--- config.mk ---
export PLATFORM = sky130hd
export DESIGN_NAME = window_gen_kxk_flat
export DESIGN_NICKNAME = d
export VERILOG_FILES = /design/src/rtl/window_gen_kxk_if.sv /design/src/rtl/window_gen_kxk.sv /design/src/flat_wrapper.sv
export SDC_FILE = /design/constraint.sdc
export NUM_CORES = 2
export LEC_CHECK = 0
export ABC_AREA = 1
export CAP_MARGIN = 10
export CORE_MARGIN = 2
export CORE_UTILIZATION = 60
export DETAILED_ROUTE_END_ITERATION = 10
export GPL_TIMING_DRIVEN = 0
export MAX_ROUTING_LAYER = met4
export PLACE_DENSITY = 0.79
export SYNTH_ARGS = -nofsm -noshare
export SYNTH_HDL_FRONTEND = slang
export SYNTH_SLANG_ARGS = --single-unit
export TNS_END_PERCENT = 1
--- constraint.sdc ---
create_clock -name clk -period 116.6 [get_ports clk]
set_input_delay 23.32 -clock clk [delete_from_list [all_inputs] [get_ports clk]]
set_output_delay 23.32 -clock clk [all_outputs]
set_load 0.03 [all_outputs]
--- src/rtl/window_gen_kxk_if.sv ---
// window_gen_kxk_if: pixel-in / window-out bundle for window_gen_kxk.
// The master drives pixels and the frame restart; the slave returns windows.
interface window_gen_kxk_if #(
    parameter int DATA_W = 8,
    parameter int K      = 5,
    parameter int IMG_W  = 28,
    parameter int IMG_H  = 28
);
    logic                       clear;
    logic                       in_valid;
    logic [DATA_W-1:0]          in_data;
    logic                       win_valid;
    logic [K*K*DATA_W-1:0]      win_data;
    logic [$clog2(IMG_H)-1:0]   win_row;
    logic [$clog2(IMG_W)-1:0]   win_col;
    logic                       frame_done;
    modport master (output clear, in_valid, in_data,
                    input  win_valid, win_data, win_row, win_col, frame_done);
    modport slave  (input  clear, in_valid, in_data,
                    output win_valid, win_data, win_row, win_col, frame_done);
endinterface

--- src/rtl/window_gen_kxk.sv ---
// window_gen_kxk: KxK sliding-window generator over a raster pixel stream.
// Define WINGEN_OUT_REG_EN to add one output register stage (2 clk latency).
module window_gen_kxk #(
    parameter int DATA_W = 8,
    parameter int K      = 5,
    parameter int IMG_W  = 28,
    parameter int IMG_H  = 28,
    parameter int STRIDE = 1
) (
    input logic             clk,
    input logic             rst,
    window_gen_kxk_if.slave bus
);
    localparam int XW = $clog2(IMG_W);
    localparam int YW = $clog2(IMG_H);
    localparam int PW = STRIDE > 1 ? $clog2(STRIDE) : 1;
    localparam logic [XW-1:0] X_LAST  = XW'(IMG_W - 1);
    localparam logic [YW-1:0] Y_LAST  = YW'(IMG_H - 1);
    localparam logic [XW-1:0] X_FIRST = XW'(K - 1);
    localparam logic [YW-1:0] Y_FIRST = YW'(K - 1);
    localparam logic [PW-1:0] P_LAST  = PW'(STRIDE - 1);

    logic [XW-1:0]         x_q, x_d, col_q, col_d, ocol_q;
    logic [YW-1:0]         y_q, y_d, row_q, row_d, orow_q;
    logic [PW-1:0]         px_q, px_d, py_q, py_d;
    logic [DATA_W-1:0]     line_q [K-1][IMG_W];
    logic [DATA_W-1:0]     win_q  [K][K];
    logic [DATA_W-1:0]     win_d  [K][K];
    logic [DATA_W-1:0]     col_w  [K];
    logic [K*K*DATA_W-1:0] win_flat, data_q;
    logic                  vld_q, done_q;
    logic                  x_end, y_end, x_ok, y_ok, hit;

    // Phase counters replace the modulo; col_q/row_q hold the next window index.
    always_comb begin
        x_end = x_q == X_LAST;
        y_end = y_q == Y_LAST;
        x_ok  = x_q >= X_FIRST;
        y_ok  = y_q >= Y_FIRST;
        hit   = x_ok && y_ok && px_q == '0 && py_q == '0;
        x_d   = x_end ? '0 : x_q + 1'b1;
        y_d   = !x_end ? y_q : y_end ? '0 : y_q + 1'b1;
        px_d  = (x_end || !x_ok || px_q == P_LAST) ? '0 : px_q + 1'b1;
        py_d  = !x_end ? py_q : (y_end || !y_ok || py_q == P_LAST) ? '0 : py_q + 1'b1;
        col_d = x_end ? '0 : hit ? col_q + 1'b1 : col_q;
        row_d = !x_end ? row_q : y_end ? '0 : (y_ok && py_q == '0) ? row_q + 1'b1 : row_q;
    end

    for (genvar r = 0; r < K; r++) begin : g_row
        if (r == K - 1) begin : g_in
            assign col_w[r] = bus.in_data;
        end else begin : g_line
            assign col_w[r] = line_q[K-2-r][x_q];
        end
        for (genvar c = 0; c < K; c++) begin : g_col
            if (c == K - 1) begin : g_new
                assign win_d[r][c] = col_w[r];
            end else begin : g_shift
                assign win_d[r][c] = win_q[r][c+1];
            end
            assign win_flat[(r*K+c)*DATA_W +: DATA_W] = win_d[r][c];
        end
    end

    always_ff @(posedge clk or posedge rst) begin
        if (rst) begin
            {x_q, y_q, px_q, py_q, col_q, row_q} <= '0;
            {vld_q, done_q, orow_q, ocol_q, data_q} <= '0;
            for (int i = 0; i < K - 1; i++)
                for (int j = 0; j < IMG_W; j++)
                    line_q[i][j] <= '0;
            for (int i = 0; i < K; i++)
                for (int j = 0; j < K; j++)
                    win_q[i][j] <= '0;
        end else if (bus.clear) begin
            {x_q, y_q, px_q, py_q, col_q, row_q} <= '0;
            {vld_q, done_q, orow_q, ocol_q, data_q} <= '0;
        end else begin
            vld_q  <= bus.in_valid && hit;
            done_q <= bus.in_valid && x_end && y_end;
            if (bus.in_valid) begin
                {x_q, y_q, px_q, py_q, col_q, row_q} <= {x_d, y_d, px_d, py_d, col_d, row_d};
                line_q[0][x_q] <= bus.in_data;
                for (int i = 1; i < K - 1; i++)
                    line_q[i][x_q] <= line_q[i-1][x_q];
                win_q <= win_d;
                // Output data only moves on a real window so it stays stable otherwise.
                if (hit) {data_q, orow_q, ocol_q} <= {win_flat, row_q, col_q};
            end
        end
    end

`ifdef WINGEN_OUT_REG_EN
    logic                  vld2_q, done2_q;
    logic [YW-1:0]         orow2_q;
    logic [XW-1:0]         ocol2_q;
    logic [K*K*DATA_W-1:0] data2_q;
    always_ff @(posedge clk or posedge rst) begin
        if (rst)
            {vld2_q, done2_q, orow2_q, ocol2_q, data2_q} <= '0;
        else if (bus.clear)
            {vld2_q, done2_q, orow2_q, ocol2_q, data2_q} <= '0;
        else
            {vld2_q, done2_q, orow2_q, ocol2_q, data2_q} <= {vld_q, done_q, orow_q, ocol_q, data_q};
    end
    assign bus.win_valid  = vld2_q;
    assign bus.frame_done = done2_q;
    assign bus.win_row    = orow2_q;
    assign bus.win_col    = ocol2_q;
    assign bus.win_data   = data2_q;
`else
    assign bus.win_valid  = vld_q;
    assign bus.frame_done = done_q;
    assign bus.win_row    = orow_q;
    assign bus.win_col    = ocol_q;
    assign bus.win_data   = data_q;
`endif
endmodule

--- src/flat_wrapper.sv ---
// flat-port wrapper written by rule: the top's interface ports become plain ports
module window_gen_kxk_flat 
#(
    parameter int DATA_W = 8,
    parameter int K      = 5,
    parameter int IMG_W  = 28,
    parameter int IMG_H  = 28,
    parameter int STRIDE = 1
)
  (clk, rst, bus_clear, bus_in_valid, bus_in_data, bus_win_valid, bus_win_data, bus_win_row, bus_win_col, bus_frame_done);
  window_gen_kxk_if #(.DATA_W(DATA_W), .K(K), .IMG_W(IMG_W), .IMG_H(IMG_H)) bus_i ();
  input logic clk;
  input logic rst;
  input wire logic [$bits(bus_i.clear)-1:0] bus_clear;
  input wire logic [$bits(bus_i.in_valid)-1:0] bus_in_valid;
  input wire logic [$bits(bus_i.in_data)-1:0] bus_in_data;
  output wire logic [$bits(bus_i.win_valid)-1:0] bus_win_valid;
  output wire logic [$bits(bus_i.win_data)-1:0] bus_win_data;
  output wire logic [$bits(bus_i.win_row)-1:0] bus_win_row;
  output wire logic [$bits(bus_i.win_col)-1:0] bus_win_col;
  output wire logic [$bits(bus_i.frame_done)-1:0] bus_frame_done;
  assign bus_i.clear = bus_clear;
  assign bus_i.in_valid = bus_in_valid;
  assign bus_i.in_data = bus_in_data;
  assign bus_win_valid = bus_i.win_valid;
  assign bus_win_data = bus_i.win_data;
  assign bus_win_row = bus_i.win_row;
  assign bus_win_col = bus_i.win_col;
  assign bus_frame_done = bus_i.frame_done;
  window_gen_kxk #(.DATA_W(DATA_W), .K(K), .IMG_W(IMG_W), .IMG_H(IMG_H), .STRIDE(STRIDE)) u_core (.clk(clk), .rst(rst), .bus(bus_i));
endmodule
==> results.md <==
- Endpoint arrival time on the critical path: 26.88 ns
- Peak supply drop: between 0.015 and 0.02 mV
- Cell at the slowest stage of the critical path: sky130_fd_sc_hd__buf_1
- Final std cell area, no fill: 68600 um2
- GP Congestion: 1.06
- Max reg flops: 896
- Worst setup slack after placement: 89.85 ns
- Share of the yosys chip area belonging to registers: 54.3%
- Core Box Area: 98300 um2
- Summed instance area of the synthesized netlist: 59500 um2
- HPWL after DPL: approximately 170000 um
- Final critical-path setup slack: 90.41 ns
- Unrepaired setup endpoints after global routing: no
- Synthesized instance count: 8091
- TritonCTS clock tree: built
- Minimum period implied by the final worst setup slack: 26.19 ns
- CTS root buf: sky130_fd_sc_hd__clkbuf_16
- Number of inserted filler cells in the final layout: 8050
- Largest net degree at the start of global routing: 131
- Via density: ~5.7
- Distinct cell type count after synthesis: 30
- Die outline area: between 100000 and 150000 um2
- Wire length per cell after detailed routing: 23.5 um
- Vias after detailed routing: 56.6k
- Reg clk slew, reported paths: 0.06 ns
- Clock latency at the later pin of the worst-skew pair: 0.77 ns
- Syn. warnings: 0
- Vert. Die Dim: 319 um
- Top achievable clock speed: 0.0382 GHz
- Maximum fanout encountered on the critical timing path: 10
- Leakage power: 36.9 nW
- Antenna-violating nets left: 0
- Worst slew margin relative to its limit: around 5.3%
- Antenna violations before repair: 8
- Quantity of hold-fixing buffers added after cts: 0
- Most used cells in the layout excluding fill and tap cells: 4403 x sky130_fd_sc_hd__nand2_1, 1290 x sky130_fd_sc_hd__dfrtp_1, 672 x sky130_fd_sc_hd__inv_1
- GR Util All Layers: 47.2%
- Worst path max stage delay: between 0.7 and 0.8 ns
- Number of rows in the core area: 115
- Number of global-route vias before repair: between 50k and 60k
- Total grt overflow: 0
- Max H-tree Level: 4
- Area Growth Syn to Fin: 15.4%
- Total I/O pin count: 224
- Outcome: completed
- Endpoints failing hold: 0
- Die width: between 300 and 400 um
- Most common cell after layout, fill and taps aside: sky130_fd_sc_hd__nand2_1
- Count of buffers from port buffering: 220
- Critical path startpoint category: input pin
- Kind of cell adding the most delay to the critical path: buffers and inverters
- Effective utilization at floorplan: between 60% and 70%
- Max Cap Viol: 0
- Most numerous cell on the critical path: sky130_fd_sc_hd__nand2_1
- Router iterations before antenna repair: 6
- Hold Path Class: flip-flop to flip-flop
- Clock tree skew after final layout: between 0.02 and 0.025 ns
- Share of the clock period used by the worst path: 22.5%
- Worst Tran Pin Value: 1.42 ns
- Max Transition Viols Final: 0
- DRC marker count from the first detailed-route iteration: 7851
- Number of failing setup endpoints in the final timing report: 0
- Worst path required time: 117.29 ns
- Total negative setup slack: 0 ns
- Power density relative to cell area: 16.8 nW/um2
- Number of remaining DRC errors: 0
- List of cells traversed by the critical path: clkdlybuf4s50_1 -> nor2_2 -> nand2_1 -> nor2_1 -> clkbuf_1 -> buf_1 -> nand2_1 -> nand2_1
- Path type of the worst setup path: input pin to flip-flop
- Mean instance size in the synthesized netlist: 7.35 um2
- Largest reg by FF count: u_core.line_q
- Core utilization of the finished layout: 69.8%
- Crit end category: flip-flop
- Syn nets: 8111
- Resized cells post-CTS: 0
- Total buffers and inverters traversed by the critical path: 3
- Max Buffers Root-to-Sink: 3
- Setup repair bufs after CTS: 0
- CTS sink cnt: 1290
- First-pass GRT wire length: around 340000 um
- Final total power: 1.15 mW
- Final WL: about 230000 um
- Number of nets in the layout: 8489
- Total of flip-flops plus latches after synthesis: roughly 1.3k
- Fraction of layout instances using a drive strength above 1: ~6%
- Instance area after placement: between 60000 and 70000 um2
- TritonCTS Buffers: 139
path summary, 6_finish.rpt:
path	slack (ns)	cells past startpoint	startpoint	endpoint
hold / removal	0.47	2	u_core.win_d[19]	u_core.win_d[19]
max in group asynchronous	91.37	6	rst	u_core.bus.win_data[78]
hold reg to reg	0.47	2	u_core.win_d[19]	u_core.win_d[19]
setup / recovery	90.41	8	bus_clear	u_core.line_q[666]
setup reg to reg	111.39	12	u_core.x_q[1]	u_core.line_q[666]
min in group asynchronous	22.99	2	rst	u_core.bus.frame_done
cell families after synthesis:
| group | synth area share, % |
|---|---|
| compound gates | 4.53 |
| xor+xnor | 0.0883 |
| fa+ha+maj | 0.168 |
| buf+inv | 8.23 |
| flops | 54.3 |
| simple gates | 32.7 |
Yosys cell counts:
cell                          n  area, um2
sky130_fd_sc_hd__buf_1       45        169
sky130_fd_sc_hd__o21ai_1     39        195
sky130_fd_sc_hd__a21oi_1     39        195
sky130_fd_sc_hd__o211ai_1     3       22.5
sky130_fd_sc_hd__nand2_4      1       11.3
sky130_fd_sc_hd__nand4_1      5       31.3
sky130_fd_sc_hd__clkinv_1     6       22.5
sky130_fd_sc_hd__nand2_2      4       25.0
sky130_fd_sc_hd__dfrtp_1   1290      32300
sky130_fd_sc_hd__nand2_1   4403      16500
sky130_fd_sc_hd__inv_1      673       2530
sky130_fd_sc_hd__inv_2       29        109
sky130_fd_sc_hd__o31ai_1      1       7.51
sky130_fd_sc_hd__nor2_4       2       22.5
sky130_fd_sc_hd__xor2_1       6       52.6
sky130_fd_sc_hd__nor2_1     230        863
sky130_fd_sc_hd__nor3_1       1       5.00
sky130_fd_sc_hd__o21bai_1     1       7.51
sky130_fd_sc_hd__buf_2      193        966
sky130_fd_sc_hd__buf_4       16        120
sky130_fd_sc_hd__nor2_8       2       40.0
sky130_fd_sc_hd__ha_1         8        100
sky130_fd_sc_hd__nor2_2      16        100
sky130_fd_sc_hd__a31oi_1      1       6.26
sky130_fd_sc_hd__o21a_1       1       7.51
sky130_fd_sc_hd__buf_6        1       11.3
sky130_fd_sc_hd__clkbuf_1   259        972
sky130_fd_sc_hd__o22ai_1      8       50.1
sky130_fd_sc_hd__o21ai_0    440       2200
sky130_fd_sc_hd__nand3_1    368       1840
per-layer routing:
layer  up-vias  wire (um)  global-route usage [%]
met5         -          0                       -
met4         0      16400                    29.4
met3       793      28800                    13.3
met2      3766     102000                    69.5
met1     27000      84400                    57.8
li1      25100          -                       -
where the power goes:
group          internal, mW  leakage (nW)  switching (mW)  total [mW]
registers             0.482          17.2          0.0177       0.500
logic                0.0433          17.3           0.137       0.180
clock network         0.277          2.40           0.194       0.471
total                 0.803          36.9           0.349        1.15
worst register-to-register path: cells and delay by family (launching register included):
kind,cells,cell delay (ns)
fa+ha+maj,1,0.30
flops,1,0.43
simple gates,4,0.96
buf+inv,7,3.46
stage by stage:
step	std cells	hold WS (ns)
floorplan	8091	0.442
global placement	9598	0.454
detailed placement	9611	0.459
CTS	9863	0.473
global route	9873	0.484
finish	9875	0.468
cell type report:
cell class	count	area (um2)	area share, %
Inverter	708	2670	3.88
Multi-Input combinational cell	5579	22300	32.5
Timing Repair Buffer	237	2620	3.82
Tap cell	1287	1610	2.35
Sequential cell	1290	32300	47.0
Buffer	514	2240	3.26
Clock inverter	53	708	1.03
Clock buffer	199	4170	6.07
Antenna cell	8	20.0	0.0292
No activity file was read; power rests on OpenSTA's default activity.
